[src/rtl/vxc_pkg.sv]
// Shared definitions for the vector-plus-constant-times-vector chunk feeder.
package vxc_pkg;

  localparam int ELEMENT_WIDTH_DEF = 32;
  localparam int NO_OF_UNITS_DEF   = 8;

  // Number of U-wide chunks needed to cover n elements (ceil divide).
  function automatic int vxc_chunks(input int n, input int u);
    return (n + u - 1) / u;
  endfunction

  // Element count after zero-padding the final chunk.
  function automatic int vxc_total(input int n, input int u);
    return vxc_chunks(n, u) * u;
  endfunction

  typedef enum logic [2:0] {
    ST_IDLE    = 3'd0,
    ST_FETCH   = 3'd1,
    ST_CAPTURE = 3'd2,
    ST_PRESENT = 3'd3,
    ST_DONE    = 3'd4
  } vxc_state_e;

endpackage

[src/rtl/vxc_lane_packer.sv]
// One vector lane: U element slots, written one slot at a time by index,
// with an optional zero-fill instead of RAM data. Slot 0 is the MSB slot.
module vxc_lane_packer #(
  parameter int element_width = 32,
  parameter int no_of_units   = 8,
  parameter int slot_width    = 3
) (
  input  logic                                   clk,
  input  logic                                   reset,
  input  logic                                   wr_en,
  input  logic [slot_width-1:0]                  wr_slot,
  input  logic                                   zero_fill,
  input  logic [element_width-1:0]               wr_data,
  output logic [element_width*no_of_units-1:0]   chunk
);

  logic [element_width-1:0] slot_q [no_of_units];
  logic [element_width-1:0] slot_d [no_of_units];

  // Next slot contents: at most one slot changes per cycle.
  always_comb begin
    slot_d = slot_q;
    if (wr_en && (int'(wr_slot) < no_of_units)) begin
      slot_d[wr_slot] = zero_fill ? '0 : wr_data;
    end
  end

  // Slot storage, cleared by the active-low synchronous reset.
  always_ff @(posedge clk) begin
    if (!reset) begin
      for (int k = 0; k < no_of_units; k++) slot_q[k] <= '0;
    end else begin
      for (int k = 0; k < no_of_units; k++) slot_q[k] <= slot_d[k];
    end
  end

  // Flatten slots onto the bus, element 0 in the most significant slot.
  always_comb begin
    chunk = '0;
    for (int k = 0; k < no_of_units; k++) begin
      chunk[element_width*(no_of_units-k)-1 -: element_width] = slot_q[k];
    end
  end

endmodule

[src/rtl/vxc_chunk_feeder.sv]
// Streams two operand vectors out of synchronous-read RAMs and packs them
// into zero-padded U-element chunks for the downstream vXc stage.
//
// Chunk handshake: chunk_valid is raised only in PRESENT and stays high,
// with both buses and chunk_idx frozen, until a cycle in which chunk_ready
// is also high; that cycle is the transfer. chunk_ready has no effect while
// chunk_valid is low.
module vxc_chunk_feeder
  import vxc_pkg::*;
#(
  parameter int number_of_equations_per_cluster = 16,
  parameter int element_width                   = ELEMENT_WIDTH_DEF,
  parameter int no_of_units                     = NO_OF_UNITS_DEF,
  parameter int addr_width                      = 5
) (
  input  logic                                 clk,
  input  logic                                 reset,
  input  logic                                 start,
  output logic                                 rd_en,
  output logic [addr_width-1:0]                rd_addr,
  input  logic [element_width-1:0]             vec1_rd_data,
  input  logic [element_width-1:0]             vec2_rd_data,
  output logic [element_width*no_of_units-1:0] first_row_plus_additional,
  output logic [element_width*no_of_units-1:0] second_row_plus_additional,
  output logic                                 chunk_valid,
  input  logic                                 chunk_ready,
  output logic [31:0]                          chunk_idx,
  output logic                                 busy,
  output logic                                 finish,
  output logic [2:0]                           dbg_state
);

  localparam int          SLOT_W  = (no_of_units > 1) ? $clog2(no_of_units) : 1;
  localparam logic [31:0] N_W     = 32'(number_of_equations_per_cluster);
  localparam logic [31:0] U_W     = 32'(no_of_units);
  localparam logic [31:0] TOTAL_W = 32'(vxc_total(number_of_equations_per_cluster, no_of_units));

  vxc_state_e        state_q, state_d;
  logic [31:0]       chunk_q, chunk_d;
  logic [31:0]       k_q, k_d;
  // A slot write scheduled for the cycle after its FETCH cycle; RAM data
  // arrives then, and padding slots use the same path with zero_fill set.
  logic              pend_q, pend_d;
  logic              pend_zero_q, pend_zero_d;
  logic [SLOT_W-1:0] pend_slot_q, pend_slot_d;

  logic [31:0]       elem;
  logic              last_chunk;
  logic              lane_wr_en;
  logic [element_width*no_of_units-1:0] lane1_chunk, lane2_chunk;

  assign elem       = chunk_q * U_W + k_q;
  assign last_chunk = (chunk_q * U_W + U_W) >= TOTAL_W;

  // Next-state, counters and control outputs.
  always_comb begin
    state_d     = state_q;
    chunk_d     = chunk_q;
    k_d         = k_q;
    pend_d      = 1'b0;
    pend_zero_d = 1'b0;
    pend_slot_d = pend_slot_q;
    rd_en       = 1'b0;
    rd_addr     = '0;
    chunk_valid = 1'b0;
    finish      = 1'b0;
    case (state_q)
      ST_IDLE: begin
        if (start) begin
          chunk_d = '0;
          k_d     = '0;
          state_d = ST_FETCH;
        end
      end
      ST_FETCH: begin
        pend_d      = 1'b1;
        pend_slot_d = k_q[SLOT_W-1:0];
        if (elem < N_W) begin
          rd_en   = 1'b1;
          rd_addr = elem[addr_width-1:0];
        end else begin
          pend_zero_d = 1'b1;
        end
        if (k_q == U_W - 32'd1) begin
          k_d     = '0;
          state_d = ST_CAPTURE;
        end else begin
          k_d = k_q + 32'd1;
        end
      end
      ST_CAPTURE: begin
        state_d = ST_PRESENT;
      end
      ST_PRESENT: begin
        chunk_valid = 1'b1;
        if (chunk_ready) begin
          if (last_chunk) begin
            state_d = ST_DONE;
          end else begin
            chunk_d = chunk_q + 32'd1;
            k_d     = '0;
            state_d = ST_FETCH;
          end
        end
      end
      ST_DONE: begin
        finish  = 1'b1;
        state_d = ST_IDLE;
      end
      default: begin
        state_d = ST_IDLE;
      end
    endcase
  end

  // State, counters and the pending slot write; reset drops any read in flight.
  always_ff @(posedge clk) begin
    if (!reset) begin
      state_q     <= ST_IDLE;
      chunk_q     <= '0;
      k_q         <= '0;
      pend_q      <= 1'b0;
      pend_zero_q <= 1'b0;
      pend_slot_q <= '0;
    end else begin
      state_q     <= state_d;
      chunk_q     <= chunk_d;
      k_q         <= k_d;
      pend_q      <= pend_d;
      pend_zero_q <= pend_zero_d;
      pend_slot_q <= pend_slot_d;
    end
  end

  // Chunk registers only change in FETCH and CAPTURE.
  assign lane_wr_en = pend_q && ((state_q == ST_FETCH) || (state_q == ST_CAPTURE));

  vxc_lane_packer #(
    .element_width (element_width),
    .no_of_units   (no_of_units),
    .slot_width    (SLOT_W)
  ) u_lane1 (
    .clk       (clk),
    .reset     (reset),
    .wr_en     (lane_wr_en),
    .wr_slot   (pend_slot_q),
    .zero_fill (pend_zero_q),
    .wr_data   (vec1_rd_data),
    .chunk     (lane1_chunk)
  );

  vxc_lane_packer #(
    .element_width (element_width),
    .no_of_units   (no_of_units),
    .slot_width    (SLOT_W)
  ) u_lane2 (
    .clk       (clk),
    .reset     (reset),
    .wr_en     (lane_wr_en),
    .wr_slot   (pend_slot_q),
    .zero_fill (pend_zero_q),
    .wr_data   (vec2_rd_data),
    .chunk     (lane2_chunk)
  );

  // IDLE forces index and buses to zero so a finished run leaves nothing visible.
  assign busy                       = (state_q != ST_IDLE);
  assign chunk_idx                  = busy ? chunk_q : 32'd0;
  assign first_row_plus_additional  = busy ? lane1_chunk : '0;
  assign second_row_plus_additional = busy ? lane2_chunk : '0;
  assign dbg_state                  = 3'(state_q);

endmodule

[config.mk]
export PLATFORM = sky130hd
export DESIGN_NAME = vxc_chunk_feeder
export DESIGN_NICKNAME = d
export VERILOG_FILES = /design/src/rtl/vxc_pkg.sv /design/src/rtl/vxc_lane_packer.sv /design/src/rtl/vxc_chunk_feeder.sv
export SDC_FILE = /design/constraint.sdc
export NUM_CORES = 2
export LEC_CHECK = 0
export CORE_UTILIZATION = 26
export CTS_CLUSTER_DIAMETER = 50
export DETAILED_ROUTE_END_ITERATION = 10
export PLACE_DENSITY_LB_ADDON = 0.12
export SLEW_MARGIN = 20
export SYNTH_ARGS = -nofsm -noshare
export SYNTH_HDL_FRONTEND = slang
export SYNTH_SLANG_ARGS = --single-unit
[constraint.sdc]
create_clock -name clk -period 3.2 [get_ports clk]
set_input_delay 0.32 -clock clk [delete_from_list [all_inputs] [get_ports clk]]
set_output_delay 0.32 -clock clk [all_outputs]
set_load 0.05 [all_outputs]
==> results.md <==
* Final clock skew at 0.0222 ns
* CTS tree: yes
* PD cells at 486 nW/µm²
* Final Critical Period at around 4 ns
* Fraction of the cycle the final worst path needs at 128%
* Placed inst area at 36,100 µm²
* Mean instance size in the synthesized netlist at approximately 7.8 µm²
* DRC errors left at 0
* Count of unique library cells instantiated by Yosys at 66
* Initial cell density of the core at roughly a quarter
* # IOs at roughly 620
* CP Data Arrival Time at about 3.8 ns
* Synthesized netlist net count at 3,738
* Number of clock sinks at roughly 600
* Fmax achieved at 0.244 GHz
* Total wirelength of the detailed-routed design at around 110 mm
* CTS clock-pin slew for the worst setup and hold paths at ~0.05 ns
* Result of the run: finished with violations
* RSZ-0062 raised after global routing: yes
* Largest driver fanout on the critical path at 6
* Via count of the first global-routing pass at about 25,000
* Die height at roughly 330 µm
* Final Setup Violations at 5
* Via count at about 26,000
* Maximum capacitance violations at 0
* # placed instances at approximately 5,600
* LEAKAGE at 17.2 nW
* Actual transition at the worst max-transition pin at 0.854 ns
* Portion of synthesized cell area occupied by the leading cell type at around two fifths
* Pre-CTS worst setup slack at -0.470 ns
* Iteration-0 DRC Markers at 1,289
* Share of synthesized area occupied by flip-flops and latches at about two fifths
* Floorplan die area at ~110,000 µm²
* Stage delay of the slowest cell on the critical path at 0.37 ns
* Worst slew margin relative to its limit at between 40% and 50%
* Most common library cells after synthesis: 1,095 x and2_1, 599 x nand2_1, 584 x dfxtp_1, 564 x o21ai_0, 262 x clkbuf_1
* Final WS setup at -0.891 ns
* Slowest CP cell: fa_2
* DIE WIDTH at roughly 330 µm
* Standard-cell rows at 120
* Remaining global-route overflow at 0
* Number of slew-limit violations in the final report at 0
* First-pass iteration count of the detailed router at 4
* Failing checks: negative setup slack
* Core ar. at 107,000 µm²
* Source of the critical timing path: k_q[3]$_SDFFE_PN0P_
* Total of buffers placed on input and output ports at between 600 and 700
* Half-perimeter wire length of the detailed placement result at between 70 and 80 mm
* Vias per inst at 4.45
* Global placer's final weighted congestion at between 0.8 and 0.9
* Net count of the finished layout at between 4,000 and 5,000
* Element type at the critical path end: primary output
* Crit path max-delay family: simple AND/OR/NAND/NOR gates
* DRT antenna net count at 0
* Clock insertion delay at the later pin of the skew report at a little under 0.7 ns
* Cell type contributing the most total cell area after synthesis: dfxtp_1
* Top cells by area, synth: dfxtp_1 41%, and2_1 24%, o21ai_0 10%
* Final cell area excluding filler cells at approximately 40,000 µm²
* Number of flops mapped to enable cells by yosys at 0
* Share of flip-flops with an asynchronous set or reset after synthesis at 0%
* Number of antenna violations at the first check in global routing at 4
* Area added between synthesis and finish at 41.4%
* Hold buffers post-CTS at 0
* Crit path launch type: flop
* Average wire per cell in the routed design at roughly 19 µm
* CTS Buffer Depth at 3
* Setup TNS at -4.22 ns
* Instance count of the mapped netlist at ~3,600
* Critical Setup Path Class: flop to primary output
* Total of flip-flops plus latches after synthesis at roughly 580
* Most common cell in the synthesized netlist: and2_1
* Number of levels the H-tree was split into at 3
* Total of warnings raised by yosys at 0
* Worst flop-to-flop path startpoint: k_q[3]$_SDFFE_PN0P_
* Buffers plus inverters on the worst setup path at 4
* Fraction of final layout cells sized beyond drive strength 1 at between 20 and 25%
* GRT Resource Usage Total at 19.8%
* Largest net degree at the start of global routing at 144
* TritonCTS buffer count at 99
* Tightest hold margin at a little over 0.06 ns
* Wire length of the first global-routing pass at about 170 mm
* CTS root buffer: clkbuf_16
* Beginning of the worst hold path: reset
* Number of cells in the finished layout apart from fillers at slightly below 6,000
* VDD IR-drop max at ~360 µV
* Crit path cell chain: ha_4 > inv_2 > fa_2 > nor2b_4 > o31ai_4 > buf_4 > a21boi_2 > a41o_1 > and3_4 > o221ai_2 > nor4_4 > nand4_1 > buf_6 > nor3_4 > buf_12
* Fin. Hold Viols at 0
* Post-synthesis instance area at 28,200 µm²
* Primary FF master, synth: dfxtp_1
* Path type of the worst min-delay path: primary input to flop
* Data required, critical path at roughly 2.9 ns
==> logic make-up after synthesis <==
logic type	share of synthesized area, %
compound gates	14.0
other cells	0.0133
fa+ha+maj	1.45
xor+xnor	0.839
simple gates	38.3
mux	0.253
flops	41.5
buf+inv	3.74
==> area by class of cell <==
cell class	count	area [µm²]
fillers	11200	67500
multi-input cells	2777	15800
flip-flops and latches	584	11700
repair buffers	840	7010
clock buffers	120	2680
well taps	1403	1760
clock inverters	62	846
inverters	9	41.3
diodes	2	5.00
==> path summary, 6_finish.rpt <==
check                              endpoint  slack [ns]  depth (start not counted)
setup / recovery                 rd_addr[1]       -0.89                         15
hold / removal    dbg_state[2]$_SDFFE_PN0P_        0.06                          3
setup reg to reg     pend_zero_q$_SDFF_PN0_        0.22                         14
hold reg to reg    chunk_q[31]$_SDFFE_PN0P_        0.50                          2
==> per-stage QoR <==
step / total power, mW / util, %
after floorplan: 7.83 / -
after global placement: 8.25 / 33.6
after detailed placement: 8.24 / 33.6
after CTS: 19.7 / 37.0
after global routing: 20.0 / 37.1
final: 19.4 / 37.1
==> where the power goes <==
| part | internal [mW] | switching, mW | leakage (nW) |
|---|---|---|---|
| sequential | 7.30 | 0.0119 | 4.71 |
| clock | 7.22 | 4.09 | 1.74 |
| combinational | 0.205 | 0.554 | 10.7 |
==> metal layers <==
metal / vias up / wire length (µm) / GRT usage [%]
met5: - / 0 / 0
met4: 0 / 3860 / 7.14
met3: 169 / 5180 / 4.15
met2: 580 / 52400 / 32.7
met1: 11800 / 50900 / 25.5
li1: 13300 / - / -
==> registers in the layout, indices dropped and copies added, names as in the netlist <==
signal / count
dbg_state: 3
u_lane2.chunk: 256
u_lane1.chunk: 256
chunk_q: 32
k_q: 32
pend_zero_q: 1
pend_slot_q: 3
pend_q: 1
==> tightest hold or removal path, cell delays in order <==
cell     delay, ns
buf_8         0.21
nand2_1       0.11
nor2_1        0.04
==> what timing repair did <==
action,in CTS,in global routing
endpoints found under the hold margin,0,0
setup buffers,2,1
pin swaps,10,8
gates resized for setup,19,25
setup endpoints to repair,458,12
==> cells in the final DEF (no fill, tap or decap), types with 7 or more instances in the layout <==
cell,Yosys,routed
nand2b_1,71,71
buf_12,0,33
o21ai_0,564,562
inv_1,9,7
clkinv_2,0,21
a21boi_0,8,7
bufinv_16,0,15
o211ai_1,7,7
ha_1,31,25
nand2_1,599,592
o21a_1,12,11
a21oi_1,40,35
nor4_1,17,14
nor2b_1,8,7
clkbuf_16,0,99
clkbuf_8,0,12
dfxtp_1,584,577
and2_1,1095,1095
inv_6,0,10
nand3_1,30,28
clkdlybuf4s50_1,0,112
buf_4,4,692
a21o_1,14,14
clkbuf_1,262,9
xor2_1,8,8
and3_1,14,13
or3_1,9,8
nor3_1,30,21
nor2_1,57,56
xnor2_1,19,18
nand4_1,26,26
a31oi_1,26,25
Power figures use the tool's default switching activity.
